===== src/rtl/data_register_arbiter_if.sv =====
// Requester-side bus of the data register arbiter: host (A) and SPI engine (B).
// master = requester side, slave = arbiter side.
interface data_register_arbiter_if;
  logic        a_req;
  logic        a_we;
  logic [7:0]  a_addr;
  logic [31:0] a_wdata;
  logic        a_ack;
  logic [31:0] a_rdata;
  logic        b_req;
  logic        b_we;
  logic [7:0]  b_addr;
  logic [31:0] b_wdata;
  logic        b_ack;
  logic [31:0] b_rdata;

  modport master (
    output a_req, a_we, a_addr, a_wdata,
    output b_req, b_we, b_addr, b_wdata,
    input  a_ack, a_rdata, b_ack, b_rdata
  );

  modport slave (
    input  a_req, a_we, a_addr, a_wdata,
    input  b_req, b_we, b_addr, b_wdata,
    output a_ack, a_rdata, b_ack, b_rdata
  );
endinterface


===== src/rtl/data_register_arbiter.sv =====
// Arbitrates host (A) and SPI engine (B) accesses onto a dual-port data register.
// Define DREG_ARB_RR_EN for round-robin contention; default build gives A fixed priority.
module data_register_arbiter (
  input  logic                          clk,
  input  logic                          rst_n,
  data_register_arbiter_if.slave        bus,
  output logic [31:0]                   dr_in1,
  output logic [31:0]                   dr_in2,
  output logic                          dr_wr1,
  output logic                          dr_wr2,
  output logic [7:0]                    dr_addr1,
  output logic [7:0]                    dr_addr2,
  output logic                          dr_hold_ctrl,
  input  logic [31:0]                   dr_out,
  output logic                          busy
);

  typedef enum logic [1:0] {IDLE, WRITE, READ_SETUP, READ_CAPTURE} state_t;

  state_t      state;
  logic        srv_b;
  logic        pend_vld;
  logic        pend_b;
`ifdef DREG_ARB_RR_EN
  logic        last_b;
`endif

  logic        paired;
  logic        serve_pend;
  logic        contend;
  logic        any_req;
  logic        grant_b;
  logic        sel_we;
  logic [7:0]  sel_addr;
  logic [31:0] sel_wdata;

  // The deferred loser of a contention is served ahead of the policy and does
  // not move the round-robin pointer, so repeated contention alternates winners.
  always_comb begin
    any_req    = bus.a_req | bus.b_req;
    paired     = bus.a_req & bus.b_req & bus.a_we & bus.b_we & (bus.a_addr != bus.b_addr);
    serve_pend = pend_vld & (pend_b ? bus.b_req : bus.a_req);
    contend    = bus.a_req & bus.b_req & ~serve_pend;
    if (serve_pend)
      grant_b = pend_b;
    else if (contend)
`ifdef DREG_ARB_RR_EN
      grant_b = ~last_b;
`else
      grant_b = 1'b0;
`endif
    else
      grant_b = bus.b_req;
    sel_we    = grant_b ? bus.b_we    : bus.a_we;
    sel_addr  = grant_b ? bus.b_addr  : bus.a_addr;
    sel_wdata = grant_b ? bus.b_wdata : bus.a_wdata;
  end

  always_ff @(posedge clk or negedge rst_n) begin
    if (!rst_n) begin
      state        <= IDLE;
      srv_b        <= 1'b0;
      pend_vld     <= 1'b0;
      pend_b       <= 1'b0;
`ifdef DREG_ARB_RR_EN
      last_b       <= 1'b1;
`endif
      dr_in1       <= '0;
      dr_in2       <= '0;
      dr_wr1       <= 1'b0;
      dr_wr2       <= 1'b0;
      dr_addr1     <= '0;
      dr_addr2     <= '0;
      dr_hold_ctrl <= 1'b1;
      busy         <= 1'b0;
      bus.a_ack    <= 1'b0;
      bus.b_ack    <= 1'b0;
      bus.a_rdata  <= '0;
      bus.b_rdata  <= '0;
    end else begin
      // Idle port drive unless the next state claims the port.
      dr_in1       <= '0;
      dr_in2       <= '0;
      dr_wr1       <= 1'b0;
      dr_wr2       <= 1'b0;
      dr_addr1     <= '0;
      dr_addr2     <= '0;
      dr_hold_ctrl <= 1'b1;
      busy         <= 1'b0;
      bus.a_ack    <= 1'b0;
      bus.b_ack    <= 1'b0;
      case (state)
        IDLE: begin
          pend_vld <= 1'b0;
          if (paired) begin
            state     <= WRITE;
            busy      <= 1'b1;
            dr_wr1    <= 1'b1;
            dr_addr1  <= bus.a_addr;
            dr_in1    <= bus.a_wdata;
            dr_wr2    <= 1'b1;
            dr_addr2  <= bus.b_addr;
            dr_in2    <= bus.b_wdata;
            bus.a_ack <= 1'b1;
            bus.b_ack <= 1'b1;
          end else if (any_req) begin
            srv_b <= grant_b;
            busy  <= 1'b1;
            if (contend) begin
              pend_vld <= 1'b1;
              pend_b   <= ~grant_b;
            end
`ifdef DREG_ARB_RR_EN
            if (!serve_pend)
              last_b <= grant_b;
`endif
            if (sel_we) begin
              state     <= WRITE;
              dr_wr1    <= 1'b1;
              dr_addr1  <= sel_addr;
              dr_in1    <= sel_wdata;
              bus.a_ack <= ~grant_b;
              bus.b_ack <= grant_b;
            end else begin
              state        <= READ_SETUP;
              dr_addr1     <= sel_addr;
              dr_hold_ctrl <= 1'b0;
            end
          end
        end
        WRITE: state <= IDLE;
        READ_SETUP: begin
          state <= READ_CAPTURE;
          busy  <= 1'b1;
          if (srv_b) begin
            bus.b_rdata <= dr_out;
            bus.b_ack   <= 1'b1;
          end else begin
            bus.a_rdata <= dr_out;
            bus.a_ack   <= 1'b1;
          end
        end
        READ_CAPTURE: state <= IDLE;
        default: state <= IDLE;
      endcase
    end
  end

endmodule


===== src/flat_wrapper.sv =====
// flat-port wrapper written by rule: the top's interface ports become plain ports
module data_register_arbiter_flat 
  (clk, rst_n, dr_in1, dr_in2, dr_wr1, dr_wr2, dr_addr1, dr_addr2, dr_hold_ctrl, dr_out, busy, bus_a_req, bus_a_we, bus_a_addr, bus_a_wdata, bus_b_req, bus_b_we, bus_b_addr, bus_b_wdata, bus_a_ack, bus_a_rdata, bus_b_ack, bus_b_rdata);
  data_register_arbiter_if bus_i ();
  input  logic clk;
  input  logic rst_n;
  output logic [31:0] dr_in1;
  output logic [31:0] dr_in2;
  output logic dr_wr1;
  output logic dr_wr2;
  output logic [7:0] dr_addr1;
  output logic [7:0] dr_addr2;
  output logic dr_hold_ctrl;
  input  logic [31:0] dr_out;
  output logic busy;
  input wire logic [$bits(bus_i.a_req)-1:0] bus_a_req;
  input wire logic [$bits(bus_i.a_we)-1:0] bus_a_we;
  input wire logic [$bits(bus_i.a_addr)-1:0] bus_a_addr;
  input wire logic [$bits(bus_i.a_wdata)-1:0] bus_a_wdata;
  input wire logic [$bits(bus_i.b_req)-1:0] bus_b_req;
  input wire logic [$bits(bus_i.b_we)-1:0] bus_b_we;
  input wire logic [$bits(bus_i.b_addr)-1:0] bus_b_addr;
  input wire logic [$bits(bus_i.b_wdata)-1:0] bus_b_wdata;
  output wire logic [$bits(bus_i.a_ack)-1:0] bus_a_ack;
  output wire logic [$bits(bus_i.a_rdata)-1:0] bus_a_rdata;
  output wire logic [$bits(bus_i.b_ack)-1:0] bus_b_ack;
  output wire logic [$bits(bus_i.b_rdata)-1:0] bus_b_rdata;
  assign bus_i.a_req = bus_a_req;
  assign bus_i.a_we = bus_a_we;
  assign bus_i.a_addr = bus_a_addr;
  assign bus_i.a_wdata = bus_a_wdata;
  assign bus_i.b_req = bus_b_req;
  assign bus_i.b_we = bus_b_we;
  assign bus_i.b_addr = bus_b_addr;
  assign bus_i.b_wdata = bus_b_wdata;
  assign bus_a_ack = bus_i.a_ack;
  assign bus_a_rdata = bus_i.a_rdata;
  assign bus_b_ack = bus_i.b_ack;
  assign bus_b_rdata = bus_i.b_rdata;
  data_register_arbiter u_core (.clk(clk), .rst_n(rst_n), .bus(bus_i), .dr_in1(dr_in1), .dr_in2(dr_in2), .dr_wr1(dr_wr1), .dr_wr2(dr_wr2), .dr_addr1(dr_addr1), .dr_addr2(dr_addr2), .dr_hold_ctrl(dr_hold_ctrl), .dr_out(dr_out), .busy(busy));
endmodule

===== config.mk =====
export PLATFORM = sky130hd
export DESIGN_NAME = data_register_arbiter_flat
export DESIGN_NICKNAME = d
export VERILOG_FILES = /design/src/rtl/data_register_arbiter_if.sv /design/src/rtl/data_register_arbiter.sv /design/src/flat_wrapper.sv
export SDC_FILE = /design/constraint.sdc
export NUM_CORES = 1
export LEC_CHECK = 0
export CAP_MARGIN = 20
export CELL_PAD_IN_SITES_DETAIL_PLACEMENT = 1
export CELL_PAD_IN_SITES_GLOBAL_PLACEMENT = 2
export CORE_MARGIN = 8
export CORE_UTILIZATION = 29
export CTS_BUF_LIST = sky130_fd_sc_hd__clkbuf_8
export DETAILED_ROUTE_END_ITERATION = 7
export PLACE_DENSITY_LB_ADDON = 0.1
export SLEW_MARGIN = 10
export SYNTH_ARGS = -nofsm -noshare
export SYNTH_HDL_FRONTEND = slang
export SYNTH_SLANG_ARGS = --single-unit

===== constraint.sdc =====
create_clock -name clk -period 3.3 [get_ports clk]
set_input_delay 0.825 -clock clk [delete_from_list [all_inputs] [get_ports clk]]
set_output_delay 0.825 -clock clk [all_outputs]
set_load 0.005 [all_outputs]

==> metrics.md <==
| Metric | Value |
|---|---|
| H-tree depth | 4 |
| Synth area leaders | dfrtp_1, mux2_2, and2_1 |
| Syn_nets | 556 |
| Worst EP required | 3660 ps |
| Met1 wire length | 7990 um |
| Kind of critical path | primary input to register |
| Drt total wl | 20400 um |
| CTS sink cnt | 155 |
| Area of the multi-input gates | 1980 sq um |
| Reg2reg end | u_core.dr_in2[12] |
| GP Congestion | 0.741 |
| Synth Cell Area | 5960 sq um |
| Cell Chain, Critical Path | clkdlybuf4s50_1 > xor2_1 > nor4_2 > buf_4 > a21oi_4 > buf_4 > o21ai_0 > a21oi_1 |
| DP HPWL | 15400 um |
| Status | completed |
| TritonCTS Buffers | 17 |
| MaxCap Viol Count | 0 |
| Synth async-reset ratio | 100% |
| N_diodes | 0 |
| Final Max Slew Viols | 0 |
| Power Density | 712 nW/um^2 |
| Max VDD drop | 0.302 mV |
| Pin count of the biggest net entering global routing | 64 |
| Worst Hold Class | primary input to async pin |
| Post-route ant nets | 0 |
| Synth top area share | 64.7% |
| Hold buffer count at cts | 0 |
| DR vias/cell | 4.56 |
| R2R cell count | 4 |
| First-pass GRT wire length | 32100 um |
| Worst-path clk slew | 80 ps |
| R2R Setup Slk | 1130 ps |
| DR DRC count | 0 |
| Non-filler cells, final | 998 |
| Initial drt markers | 138 |
| Dpl cells | 966 |
| Die Area | 25400 sq um |
| Initial Util | 29.5% |
| Critical path data arrival time | 3150 ps |
| Skew-Pair Late Insertion Delay | 430 ps |
| Met3 Routed Length | 1980 um |
| Max Root-Sink Buffers | 2 |
| CP Capture Type | register |
| Unrepaired setup endpoints after global routing | no |
| Critical path origin | bus_b_addr[5] |
| Crit-path slowest cell | a21oi_4 |
| Slew HR | 35.2% |
| Crit-path most repeated cell | buf_4 |
| Fin crit period | 2790 ps |
| Worst Skew | 13.9 ps |
| Max frequency | 358 MHz |
| Number of synthesized flops with an enable pin | 0 |
| Uppermost layer routed | met5 |
| Fin util | 46.8% |
| Leakage | 3.96 nW |
| Num rows | 52 |
| Ys flop type | dfrtp_1 |
| Area growth from synthesis to layout | 58.3% |
| PortBufs | 267 |
| Post-synthesis register bit count | 155 |
| Syn Inst Count | 438 |
| Netlist cell types | 35 |
| Via count | 4549 |
| I/O Pins | 268 |
| Post-CTS Setup Inserts | 0 |
| Final setup fails | 0 |
| WL met2 | 10100 um |
| Wire per inst | 20.4 um |
| Yosys warnings | 0 |
| CTS tree | built |
| # nets final | 834 |
| Area leader, netlist | dfrtp_1 |
| Layout cells sized above 1 | 17.0% |
| Vias in the first global route | 5208 |
| Fillcell total | 2111 |
| Worst r2r src | u_core.state[1] |
| Crit share post-route | 84.6% |
| Worst-path fanout max | 42 |
| Die Y | 159 um |
| Avg Cell Area, Syn | 13.6 sq um |
| Seq/Total Area, Yosys | 65.1% |
| Startpoint types | primary input |
| Register area | 3880 sq um |
| Core ar. | 20200 sq um |
| Chip Width | 159 um |
| CP max stage delay | 760 ps |
| CTS resizes | 0 |
| Pre-Repair DR Iteration Count | 4 |
| Grt total ovfl | 0 |
| Total GRT Usage | 16.2% |
| Final Hold Vio Count | 0 |
| Antenna violations before repair | 1 |
| Worst slew pin tran | 970 ps |
| Clk root buf | clkbuf_8 |
-- cells by family (layout without fill, tap and decap cells) --
kind of cell    count (synthesis)  count (layout)  synth area share [%]
xor+xnor                        8               8                  1.18
simple gates                  100             100                  11.6
mux                            64              64                  12.1
buf+inv                        28             318                  2.04
compound gates                 83              83                  7.94
flops                         155             155                  65.1
-- metal layers --
layer	vias up	global-route usage, %
li1	2075	-
met1	2283	18.0
met2	170	27.5
met3	19	7.96
met4	2	4.03
met5	-	0
-- area by class of cell --
type	count	share of cell area, %
Inverter	1	0.0398
Clock inverter	14	1.67
Sequential cell	155	41.1
Tap cell	270	3.58
Timing Repair Buffer	286	30.1
Multi-Input combinational cell	255	21.0
Clock buffer	17	2.48
-- cells in the mapped netlist (4+ instances only) --
cell type / number
and2_1: 40
o21ai_0: 33
xor2_1: 8
nand2_1: 5
nor2_1: 7
mux2_2: 64
dfrtp_1: 154
a21oi_1: 33
clkbuf_1: 19
buf_2: 4
a22o_1: 8
or3b_1: 27
or3b_2: 4
-- placed cells by master, fill, tap and decap left out, drive strengths merged --
| cell type | n |
|---|---|
| a211oi | 1 |
| a21boi | 3 |
| a21o | 1 |
| a21oi | 34 |
| a22o | 8 |
| a311o | 1 |
| and2 | 40 |
| and3 | 1 |
| buf | 20 |
| bufinv | 3 |
| clkbuf | 17 |
| clkdlybuf4s50 | 266 |
| clkinv | 5 |
| clkinvlp | 2 |
| dfrtp | 154 |
| dfstp | 1 |
| inv | 5 |
| mux2 | 64 |
| nand2 | 5 |
| nand2b | 3 |
| nand3 | 3 |
| nand3b | 2 |
| nand4 | 1 |
| nor2 | 7 |
| nor2b | 1 |
| nor3 | 2 |
| nor4 | 2 |
| o21a | 1 |
| o21ai | 33 |
| o2bb2ai | 1 |
| or2 | 1 |
| or3 | 1 |
| or3b | 31 |
| xor2 | 8 |
-- power breakdown --
group          switching, W  internal [W]  leakage (nW)  total, W
registers          0.000275       0.00246          1.99   0.00273
clock network      0.000710      0.000736         0.205   0.00145
logic              0.000943       0.00159          1.77   0.00253
-- sequential cells by signal, summed over array words and instances, names as in the netlist --
signal	cells
u_core.dr_addr1	8
u_core.bus.b_rdata	32
u_core.dr_in1	32
u_core.srv_b	1
u_core.bus.a_ack	1
u_core.state	2
u_core.dr_wr2	1
u_core.dr_wr1	1
u_core.bus.a_rdata	32
u_core.pend_vld	1
u_core.dr_hold_ctrl	1
u_core.pend_b	1
u_core.busy	1
u_core.dr_addr2	8
u_core.bus.b_ack	1
u_core.dr_in2	32
-- metrics by stage --
stage	total power [W]	hold slack, ps	setup WS, ps	setup TNS (ps)	instance area, sq um
final	0.00671	370	507	0	9430
after floorplan	0.00368	451	1000	0	5960
after CTS	0.00686	367	463	0	9420
after global routing	0.00714	382	334	0	9430
after detailed placement	0.00538	496	-13.8	-24.2	9020
after global placement	0.00528	471	10.1	0	9020
-- worst max path at each step --
stage | endpoint | slack (ps) | cells after the start
after global placement | u_core.dr_addr2[1] | 10 | 7
after floorplan | u_core.dr_in1[24] | 1000 | 7
after CTS | u_core.dr_addr2[5] | 460 | 7
after detailed placement | u_core.dr_addr2[5] | -10 | 7
final | u_core.dr_in1[18] | 510 | 8
after global routing | u_core.dr_in1[17] | 330 | 8
-- critical path, delay by kind of cell --
family / cells / cell delay [ps]
buffers and inverters: 3 / 990
AOI/OAI and AO/OA: 3 / 1030
xor gates and xnor gates: 1 / 200
and+or+nand+nor: 1 / 70
No activity file was read; power rests on OpenSTA's default activity.
